### src/rtl/fifo_stream_reader.sv
// rtl/fifo_stream_reader.sv - drains a synchronous FIFO onto a valid/ready stream via a 2-entry buffer
// Optional m_last burst flag: FIFO_READER_BURST_LAST_EN
module fifo_stream_reader #(
  parameter int DATA_W    = 8,
  parameter int CNT_W     = 16,
  parameter int BURST_LEN = 4
) (
  input  logic              clk,
  input  logic              rst,
  input  logic              drain_en,
  input  logic              fifo_empty,
  input  logic [DATA_W-1:0] fifo_dout,
  output logic              fifo_rd_en,
  output logic              m_valid,
  input  logic              m_ready,
  output logic [DATA_W-1:0] m_data,
  output logic [CNT_W-1:0]  word_count,
`ifdef FIFO_READER_BURST_LAST_EN
  output logic              m_last,
`endif
  output logic              idle
);

  logic [1:0]        occ;
  logic [1:0]        occ_after_pop;
  logic [1:0]        occ_next;
  logic [2:0]        committed;
  logic              inflight;
  logic              pop;
  logic [DATA_W-1:0] skid;

  assign pop           = m_valid && m_ready;
  assign occ_after_pop = occ - {1'b0, pop};
  assign occ_next      = occ_after_pop + {1'b0, inflight};
  // Words held plus words already requested must never exceed the two buffer slots.
  assign committed     = {1'b0, occ} + {2'b0, inflight} - {2'b0, pop};
  assign fifo_rd_en    = !rst && drain_en && !fifo_empty && (committed < 3'd2);
  assign idle          = (occ == 2'd0) && !inflight;

  always_ff @(posedge clk or posedge rst) begin
    if (rst) begin
      occ        <= 2'd0;
      inflight   <= 1'b0;
      m_valid    <= 1'b0;
      m_data     <= '0;
      skid       <= '0;
      word_count <= '0;
    end else begin
      inflight <= fifo_rd_en;
      occ      <= occ_next;
      m_valid  <= (occ_next != 2'd0);
      if (pop)
        word_count <= word_count + 1'b1;
      // Arriving word lands in the head if the buffer drains this edge, else behind it.
      if (occ_after_pop == 2'd0) begin
        if (inflight)
          m_data <= fifo_dout;
      end else begin
        if (pop)
          m_data <= skid;
        if (inflight)
          skid <= fifo_dout;
      end
    end
  end

`ifdef FIFO_READER_BURST_LAST_EN
  localparam int BW = (BURST_LEN > 1) ? $clog2(BURST_LEN) : 1;

  logic [BW-1:0] cap_cnt;
  logic          cap_last;
  logic          head_last;
  logic          skid_last;

  // Captures and handshakes occur in the same order, so tagging on capture marks the right handshake.
  assign cap_last = (cap_cnt == BW'(BURST_LEN - 1));
  assign m_last   = m_valid && head_last;

  always_ff @(posedge clk or posedge rst) begin
    if (rst) begin
      cap_cnt   <= '0;
      head_last <= 1'b0;
      skid_last <= 1'b0;
    end else begin
      if (inflight)
        cap_cnt <= cap_last ? '0 : cap_cnt + 1'b1;
      if (occ_after_pop == 2'd0) begin
        if (inflight)
          head_last <= cap_last;
      end else begin
        if (pop)
          head_last <= skid_last;
        if (inflight)
          skid_last <= cap_last;
      end
    end
  end
`endif

endmodule

### config.mk
export PLATFORM = sky130hd
export DESIGN_NAME = fifo_stream_reader
export DESIGN_NICKNAME = d
export VERILOG_FILES = /design/src/rtl/fifo_stream_reader.sv
export SDC_FILE = /design/constraint.sdc
export NUM_CORES = 1
export LEC_CHECK = 0
export BUFFER_PORTS_ARGS = -buffer_cell sky130_fd_sc_hd__buf_4
export CELL_PAD_IN_SITES_DETAIL_PLACEMENT = 1
export CELL_PAD_IN_SITES_GLOBAL_PLACEMENT = 2
export CORE_MARGIN = 2
export CORE_UTILIZATION = 33
export CTS_CLUSTER_DIAMETER = 100
export DETAILED_ROUTE_END_ITERATION = 10
export GPL_TIMING_DRIVEN = 0
export PLACE_DENSITY = 0.82
export RECOVER_POWER = 25
export SLEW_MARGIN = 20
export SYNTH_ARGS = -nofsm -noshare
export SYNTH_HDL_FRONTEND = slang
export SYNTH_SLANG_ARGS = --single-unit
### constraint.sdc
create_clock -name clk -period 3.48 [get_ports clk]
set_clock_uncertainty 0.1 [all_clocks]
set_input_delay 0.696 -clock clk [delete_from_list [all_inputs] [get_ports clk]]
set_output_delay 0.696 -clock clk [all_outputs]
set_load 0.01 [all_outputs]
* Word-level counts from Yosys, hierarchy flattened
Cells that the tools add are included.
Word-level totals: bits in registers 36, bits in latches 0, memory bits (writable) 0, memory bits (read-only) 0, output and inout bits 27, logic and storage cells 31, memories 0
Cells by class: add/sub/neg operators 5, multiply operators 0, divide/modulo/power cells 0, magnitude comparators 1, eq/ne operators 1, shift operators 0, multiplexer cells 3, bitwise gates (word level) 1, reduce and logical (&&, ||, !) cells 14
Operators by type and width (number):
- two-way mux 8 bit | 3
- adder 16 x 1 -> 16 bit, second input constant | 1
- logical AND 1 bit | 5
- zero test 2 bit | 2
- AND reduction 2 bit | 2
- nonzero test 2 bit | 2
- adder 2 x 1 -> 3 bit | 1
- zero test 1 bit | 3
- less-than comparator 3 x 2 -> 1 bit, second input constant | 1
- subtractor 3 x 1 -> 3 bit | 1
- adder 2 x 1 -> 2 bit | 1
- != test 2 bit, second input constant | 1
- subtractor 2 x 1 -> 2 bit | 1
- NOT 1 bit | 1

* Depth between registers and ports, before layout
Gate-level depths: netlist of the first run.
word-level depth 5, depth in mapped cells 6

* Worst setup path before layout of the first run
No wires, ideal clock.
path kind input to output, start point input m_ready, end point output fifo_rd_en, arrival 2.028 ns, setup slack 0.656 ns, stages on the path 6, path buffers 0, path through nand2_1 xnor2_1 nand2_1 fa_1 nand2_1 nor4_1
Between the ends: longest elaborated chain between the ends 4
Ends and longest elaborated chain:
- start, declared | line 15 | input logic m_ready,
- logical AND 1 bit | line 32 | assign pop = m_valid && m_ready;
- subtractor 3 x 1 -> 3 bit | line 36 | assign committed = {1'b0, occ} + {2'b0, inflight} - {2'b0, pop};
- less-than comparator 3 x 2 -> 1 bit | line 37 | assign fifo_rd_en = !rst && drain_en && !fifo_empty && (committed < 3'd2);
- logical AND 1 bit | line 37
- end, declared | line 13 | output logic fifo_rd_en,
Every way passes these cells.

* Worst setup path in the final report of the first run
Ends and elaborated chain as after synthesis.

==> results.toml, run 1 <==
[run_status]
status = "completed"

[grt]
use_met1_pct = 16.89
grt_use_met3_pct = 4.016
grt_busiest_layer = "met2"
grt_usage_pct = 13.73
gr-total-overflow = 0
grt_pass1_vias = 1188
grt_pass1_wl_mm = 5.568
grt_max_degree = 37
use_met2_pct = 21.34
grt_antenna_before_repair = 0

[logic_synthesis]
synthMuxAreaShare_pct = 17.02
synthTopCellsByArea = "dfrtp_1, mux2_2, xnor2_1"
synth-compound-area-share_pct = 2.269
synth_ff_type = "dfrtp_1"
yosysTopAreaCellShare_pct = 54.46
synthSimpleGateAreaFrac_pct = 12.25
synthArstFlopShare_pct = 100.0
synth_top_family_by_area = "multiplexers"
synth_fp_nets = 143
ys_seq_area_share_pct = 54.46
syn_area_um2 = 1654
synth_cell_types = 24
synth.largest_area_cell = "dfrtp_1"
synth_commonest_cells = "dfrtp_1, mux2_2, xnor2_1"
synth.most_common_cell = "dfrtp_1"
synth_xor_area_share_pct = 10.06
yosys_register_bits = 36
synthAdderAreaFrac_pct = 2.723
synth_edf_count = 0
ys_warn_count = 0
syn_avg_cell_area_um2 = 13.02
syn_inst = 127

[cells_and_area]
seq_area_um2 = 900.9
diodes = 0
fill_cells = 518
drive_gt1_share_pct = 45.66
multi_input_area_um2 = 733.2
syn2layout_area_growth_pct = 28.59
layout.nets = 189

[cts]
cts_setup_buffers = 0
cts.clk_slew.worst_paths_ns = 0.07
htree_num_levels = 2
cts.sinks = 36
insertion_delay_ns = 0.29
ctsHoldBuffers = 0
root_buffer = "clkbuf_8"
cts_buffers = 5
clk_path_buf_depth = 2
cts_tree = "yes"
cts.repair.resized = 0

[floorplan]
fp-row-count = 25
design.portCount = 40
die_h_um = 74.80
die_w_um = 74.80
initial_core_util_pct = 34.56
coreArea_um2 = 4786
dieArea_um2 = 5595

[critical_path]
crit_family = "simple AND/OR/NAND/NOR gates"
cp_slowest_cell = "fa_1"
crit_buf_inv = 2
path_cells = "buf_4 -> nand2_1 -> xnor2_1 -> nand2_1 -> fa_1 -> nand2_1 -> nor4_1 -> buf_4"
worstSetupStartpointType = "input port"
cp_data_arrival_time_ns = 2.34
cp_max_fo = 6
worstSetupPathType = "input port to primary output"
end_kind = "primary output"
critPathMostFrequentCell = "nand2_1"
slowest_delay_ns = 0.49
required_ns = 2.68

[routing]
ant_nets = 0
drtPass1Iterations = 4
vias_per_cell = 4.717
route.detailed.drc = 0
wl_per_cell_um = 14.12
drt_first_iter_violations = 24
routed_wl_mm = 3.389
vias = 1132

[power_and_ir_drop]
switching_power_w = 0.0005405
ir_worst_vdd_uv = 330.4
p_clk_share_pct = 19.9
p_seq_share_pct = 40.0
internal_power_w = 0.001099
power_frac_comb_pct = 40.1
switching_share_pct = 32.96
leakagePower_nw = 1.026
total_power_w = 0.001640
powerDensity_nw_per_um2 = 770.9

[flow_run]
drv_cap = 0

[timing]
slew_headroom_pct = 9.591
tns_ns = 0
setup_viol = 0
fmax_mhz = 319.3
rsz0062_at_grt = "no"
slew_viol_final = 0
finalHoldViolCount = 0
fin_crit_sh_pct = 89.99
min_period_ns = 3.132
tightest_slew_ns = 1.355

[placement]
portBuffers = 39
gp_congestion = 0.7132
hpwl_mm = 2.537

[hold_path]
holdCritPathClass = "register to register"
==> layer usage <==
| metal | vias to the layer above | part of all wire [%] |
|---|---|---|
| met4 | 0 | 2.5 |
| met1 | 572 | 43 |
| met5 | - | 0 |
| li1 | 524 | - |
| met2 | 28 | 51 |
| met3 | 8 | 4.0 |
==> layout by cell type, fill, tap and decap left out, drive strengths merged <==
| cell | netlist | layout |
|---|---|---|
| nand2 | 11 | 11 |
| clkbuf | 1 | 9 |
| xor2 | 7 | 7 |
| mux2 | 25 | 25 |
| inv | 3 | 3 |
| dfrtp | 36 | 36 |
| xnor2 | 12 | 12 |
| nand3 | 5 | 5 |
| nor4 | 3 | 3 |
| and3 | 3 | 3 |
| o21ai | 3 | 3 |
| and3b | 1 | 1 |
| nand4 | 1 | 1 |
| nor3 | 4 | 4 |
| ha | 2 | 2 |
| nor2 | 5 | 5 |
| or2 | 2 | 2 |
| fa | 1 | 1 |
| buf | 1 | 39 |
| a21boi | 1 | 1 |
==> through the flow <==
step,instance area [µm²],hold slack [ns],cells,setup WS (ns),util (%)
after floorplan,1654,0.3753,127,0.6561,-
after global routing,2127,0.4128,240,0.2267,44.44
after CTS,2127,0.3854,240,0.3261,44.44
after detailed placement,2031,0.3715,233,0.3612,42.43
after global placement,2031,0.3617,233,0.4172,42.43
final,2127,0.3732,240,0.3483,44.44
==> layout make-up <==
class,count,area share [%]
tap,67,3.941
buffer,2,0.4118
sequential,36,42.35
timing repair buffer,39,13.76
inverter,3,0.5294
clock buffer,7,4.529
multi-input combinational,86,34.47
==> registers in the layout, summed over array words and instances, names as in the netlist <==
register	count
m_valid	1
inflight	1
m_data	8
occ	2
word_count	16
skid	8
==> power by group through the flow <==
stage	registers, W	logic (W)	clock network (W)
3_5_place_dp	0.000667	0.000671	0
4_1_cts	0.000659	0.000676	0.000336
3_3_place_gp	0.000654	0.000643	0
2_1_floorplan	0.000677	0.000420	0
6_report	0.000656	0.000658	0.000325
5_1_grt	0.000679	0.000724	0.000354
==> final timing paths <==
check | startpoint | to | slack (ns) | cells past startpoint
max reg2reg | m_valid | inflight | 1.42 | 6
min in group asynchronous | rst | inflight | 0.71 | 2
max in group asynchronous | rst | word_count[2] | 1.78 | 2
max | m_ready | fifo_rd_en | 0.35 | 8
min | word_count[15] | word_count[15] | 0.37 | 1
min reg2reg | word_count[15] | word_count[15] | 0.37 | 1
==> cells by family after synthesis <==
family,Yosys count
fa+ha+maj,3
buf+inv,5
compound gates,4
mux,25
xor+xnor,19
flops,36
simple gates,35
(Power assumes the default switching activity.)
==> run 2, diff against run 1 <==
--- a/config.mk
+++ b/config.mk
@@ -8,6 +8,7 @@
 export BUFFER_PORTS_ARGS = -buffer_cell sky130_fd_sc_hd__buf_4
 export CELL_PAD_IN_SITES_DETAIL_PLACEMENT = 1
 export CELL_PAD_IN_SITES_GLOBAL_PLACEMENT = 2
+export CORE_ASPECT_RATIO = 0.9
 export CORE_MARGIN = 2
 export CORE_UTILIZATION = 33
 export CTS_CLUSTER_DIAMETER = 100
==> run 2 against run 1 <==
  * Sequential cell count unchanged
  * Register-to-register slack improved by 0.04 ns
  * Clock-buffer cell count did not move
  * Non-clock buffer count did not move
  * Combinational power shrank 1%
  * Critical path type unchanged
  * Total power is 1.0% lower
==> results.toml, run 2 (synthesis gave the netlist of run 1 again) <==
[run_status]
status = "completed"

[placement]
placed_cell_area_um2 = 2028
portBuffers = 39
hpwl_mm = 2.393
gp_congestion = 0.7435

[cells_and_area]
mostFrequentLayoutCells = "buf_4, dfrtp_1, mux2_2"
diodes = 0
fill_cells = 536
drive_gt1_share_pct = 45.09
reg_top3 = "word_count x16, m_data x8, skid x8"
layout_commonest_cell = "buf_4"
finalInstanceArea_um2 = 2121
layout.nets = 189
syn2layout_area_growth_pct = 28.21
multi_input_area_um2 = 733.2
seq_area_um2 = 900.9
largest_register_ffs = 16
top_register = "word_count"

[critical_path]
worstSetupStartpointType = "input port"
r2r_slack_ns = 1.46
worstSetupPathType = "input port to primary output"
r2r-end = "inflight"
crit_buf_inv = 2
crit_cells = 8
endpoint = "fifo_rd_en"
crit_path_start = "m_ready"
slowest_delay_ns = 0.48
end_kind = "primary output"
critPathMostFrequentCell = "nand2_1"
r2r_cells = 6
crit_family = "simple AND/OR/NAND/NOR gates"
required_ns = 2.68
worstReg2RegStart = "m_valid"
path_cells = "buf_4 -> nand2_1 -> xnor2_1 -> nand2_1 -> fa_1 -> nand2_1 -> nor4_1 -> buf_4"
cp_max_fo = 6
cp_slowest_cell = "fa_1"
cp_data_arrival_time_ns = 2.30

[cts]
cts_tree = "yes"
root_buffer = "clkbuf_8"
htree_num_levels = 2
insertion_delay_ns = 0.28
ctsHoldBuffers = 0
cts_setup_buffers = 0
cts.repair.resized = 0
cts.sinks = 36
clk_path_buf_depth = 2
cts.clk_slew.worst_paths_ns = 0.06
cts_buffers = 5

[floorplan]
coreArea_um2 = 4835
design.portCount = 40
die_w_um = 78.63
dieArea_um2 = 5595
fp-row-count = 24
initial_core_util_pct = 34.21
die_h_um = 71.17

[grt]
grt_max_degree = 37
gr-total-overflow = 0
use_met1_pct = 16.61
use_met2_pct = 22.70
grt_usage_pct = 13.55
grt_pass1_vias = 1234
grt_pass1_wl_mm = 5.920
grt_busiest_layer = "met2"
grt_antenna_before_repair = 0
grt_use_met3_pct = 5.740

[timing]
slew_headroom_pct = 10.33
fmax_mhz = 322.8
min_period_ns = 3.098
tightest_slew_ns = 1.344
finalHoldViolCount = 0
rsz0062_at_grt = "no"
setup_viol = 0
slew_viol_final = 0
fin_hold_ws_ns = 0.3833
fin_crit_sh_pct = 89.02
tns_ns = 0

[routing]
routed_wl_mm = 3.205
wl_per_cell_um = 13.47
vias_per_cell = 4.643
drtPass1Iterations = 4
ant_nets = 0
drt_first_iter_violations = 55
route.detailed.drc = 0
vias = 1105

[power_and_ir_drop]
total_power_w = 0.001623
ir_worst_vdd_uv = 340.5
leakagePower_nw = 1.022
powerDensity_nw_per_um2 = 765.1

[flow_run]
drv_cap = 0

[hold_path]
holdCritPathClass = "register to register"
run 2: cell count changes in the layout (fill, tap and decap cells not counted):
cell,delta
clkbuf_1,+1
clkbuf_4,-1
run 2: cell type report:
class | instances | area share, %
inverter | 3 | 0.5310
clock buffer | 7 | 4.543
tap | 65 | 3.835
buffer | 2 | 0.4130
multi-input combinational | 86 | 34.57
timing repair buffer | 39 | 13.63
sequential | 36 | 42.48
run 2: worst register-to-register path, cell delays in order, from the launching register on:
cell,delay [ns]
dfrtp_1,0.46
nand2_1,0.21
xnor2_1,0.19
nand2_1,0.09
fa_1,0.48
nand2_1,0.06
nor4_1,0.32
run 2: worst min-delay path by stage:
stage	start	end	slack (ns)	cells after the start
CTS	word_count[15]	word_count[15]	0.39	1
global route	word_count[15]	word_count[15]	0.40	1
global placement	word_count[15]	word_count[15]	0.36	1
floorplan	skid[0]	skid[0]	0.38	1
detailed placement	word_count[15]	word_count[15]	0.38	1
finish	word_count[15]	word_count[15]	0.38	1
run 2: routing by layer:
| layer | wire length [µm] | share of wire (%) |
|---|---|---|
| met1 | 1411 | 44 |
| met2 | 1594 | 50 |
| met3 | 192 | 6.0 |
| met4 | 6 | 0.19 |
| met5 | 0 | 0 |
run 2: metrics by stage:
| stage | setup WS, ns | utilization, % | std cells |
|---|---|---|---|
| 3_5_place_dp | 0.3466 | 41.95 | 231 |
| 5_1_grt | 0.1191 | 43.87 | 238 |
| 3_3_place_gp | 0.3949 | 41.95 | 231 |
| 2_1_floorplan | 0.6561 | - | 127 |
| 6_report | 0.3820 | 43.87 | 238 |
| 4_1_cts | 0.3437 | 43.94 | 238 |
run 2: power breakdown:
part           internal (W)  switching, W
Clock              0.000176      0.000140
Combinational      0.000367      0.000284
Sequential         0.000555      0.000101
==> run 3, diff against run 2 <==
--- a/config.mk
+++ b/config.mk
@@ -16,6 +16,7 @@
 export GPL_TIMING_DRIVEN = 0
 export PLACE_DENSITY = 0.82
 export RECOVER_POWER = 25
+export REMOVE_ABC_BUFFERS = 1
 export SLEW_MARGIN = 20
 export SYNTH_ARGS = -nofsm -noshare
 export SYNTH_HDL_FRONTEND = slang
==> run 3 against run 2 <==
  * Routed wire length is 9.8% higher
  * Critical path depth stayed put
  * Combinational power is 3% lower
  * Sequential share of layout area is 1.1 points lower
  * Critical endpoint unchanged
  * Largest cell class unchanged
  * Largest power group unchanged
==> results.toml, run 3 (synthesis gave the netlist of run 1 again) <==
[floorplan]
initial_core_util_pct = 34.21
fp-row-count = 24
die_h_um = 71.17
coreArea_um2 = 4835
die_w_um = 78.63
dieArea_um2 = 5595
design.portCount = 40

[cells_and_area]
reg_top3 = "word_count x16, m_data x8, skid x8"
drive_gt1_share_pct = 45.35
finalInstanceArea_um2 = 2175
layout.nets = 187
diodes = 0
largest_register_ffs = 16
layout_commonest_cell = "buf_4"
syn2layout_area_growth_pct = 31.47
top_register = "word_count"
mostFrequentLayoutCells = "buf_4, dfrtp_1, mux2_2"

[cts]
root_buffer = "clkbuf_8"
ctsHoldBuffers = 0
clk_path_buf_depth = 2
cts.repair.resized = 0
cts_tree = "yes"
cts.clk_slew.worst_paths_ns = 0.08
cts_setup_buffers = 0
htree_num_levels = 2
cts_buffers = 5
insertion_delay_ns = 0.29
cts.sinks = 36

[flow_run]
drv_cap = 0

[timing]
tns_ns = 0
rsz0062_at_grt = "no"
min_period_ns = 3.112
slew_headroom_pct = 7.600
fmax_mhz = 321.3
fin_crit_sh_pct = 89.44
finalHoldViolCount = 0
setup_viol = 0
slew_viol_final = 0
fin_hold_ws_ns = 0.3769
tightest_slew_ns = 1.384

[routing]
drtPass1Iterations = 4
route.detailed.drc = 0
drt_first_iter_violations = 30
ant_nets = 0
routed_wl_mm = 3.518
vias_per_cell = 4.717
wl_per_cell_um = 14.84
vias = 1118

[power_and_ir_drop]
switching_power_w = 0.0005504
p_clk_share_pct = 28.1
leakagePower_nw = 1.045
internal_power_w = 0.001277
ir_worst_vdd_uv = 310.9
total_power_w = 0.001827
power_frac_comb_pct = 34.6
p_seq_share_pct = 37.3
switching_share_pct = 30.13
powerDensity_nw_per_um2 = 840.2

[critical_path]
worstSetupPathType = "input port to primary output"
worstSetupStartpointType = "input port"
end_kind = "primary output"
required_ns = 2.68
cp_slowest_cell = "fa_1"
critPathMostFrequentCell = "nand2_1"
cp_max_fo = 6
slowest_delay_ns = 0.49
path_cells = "buf_4 -> nand2_1 -> xnor2_1 -> nand2_1 -> fa_1 -> nand2_1 -> nor4_1 -> buf_4"
cp_data_arrival_time_ns = 2.32

[run_status]
status = "completed"

[placement]
hpwl_mm = 2.559
gp_congestion = 0.7237
portBuffers = 39
placed_cell_area_um2 = 2019

[grt]
grt_max_degree = 37
grt_antenna_before_repair = 0
gr-total-overflow = 0
grt_pass1_vias = 1183
grt_pass1_wl_mm = 5.782
grt_usage_pct = 13.80

[hold_path]
holdCritPathClass = "register to register"
run 3: cell types whose count changed in the layout (fill, tap and decap cells not counted), sizes merged:
cell and change:
buf -1, bufinv +3, clkbuf -3
run 3: stage by stage:
stage	setup slack (ns)	utilization [%]	cells
after detailed placement	0.3615	41.77	229
after global placement	0.4364	41.77	229
after CTS	0.3591	45.06	237
final	0.3675	44.98	237
after global routing	0.1837	44.98	237
after floorplan	0.6560	-	125
run 3: worst max-delay path, delay by kind of cell:
kind                       cells  cell delay (ns)
xor gates and xnor gates       1             0.16
adders and majority gates      1             0.49
buffers and inverters          2             0.32
and+or+nand+nor                4             0.65
run 3: final cells by class:
class,instances,area [µm²]
inverters,3,11.26
repair buffers,39,289.0
clock buffers,5,68.82
clock inverters,3,90.09
fillers,529,2660
well taps,65,81.33
flip-flops and latches,36,900.9
multi-input cells,86,733.2
run 3: worst paths after layout:
path	from	end	slack (ns)	depth (start not counted)
setup / recovery	m_ready	fifo_rd_en	0.37	8
hold / removal	word_count[15]	word_count[15]	0.38	1
setup reg to reg	m_valid	inflight	1.44	6
hold reg to reg	word_count[15]	word_count[15]	0.38	1
max in group asynchronous	rst	word_count[3]	1.77	2
min in group asynchronous	rst	occ[0]	0.70	2
run 3: power groups by stage:
stage	Sequential, W	Combinational [W]	Clock, W
after floorplan	0.000695	0.000395	0
after global placement	0.000676	0.000611	0
after detailed placement	0.000691	0.000646	0
after CTS	0.000684	0.000649	0.000526
after global routing	0.000706	0.000698	0.000540
final	0.000681	0.000633	0.000513
run 3: per-layer routing:
layer | global-route usage (%) | wire length [µm] | vias up
met3 | 6.122 | 230 | 7
met4 | 3.509 | 36 | 0
met5 | 0 | 0 | -
li1 | - | - | 518
met1 | 16.06 | 1504 | 562
met2 | 23.36 | 1746 | 31
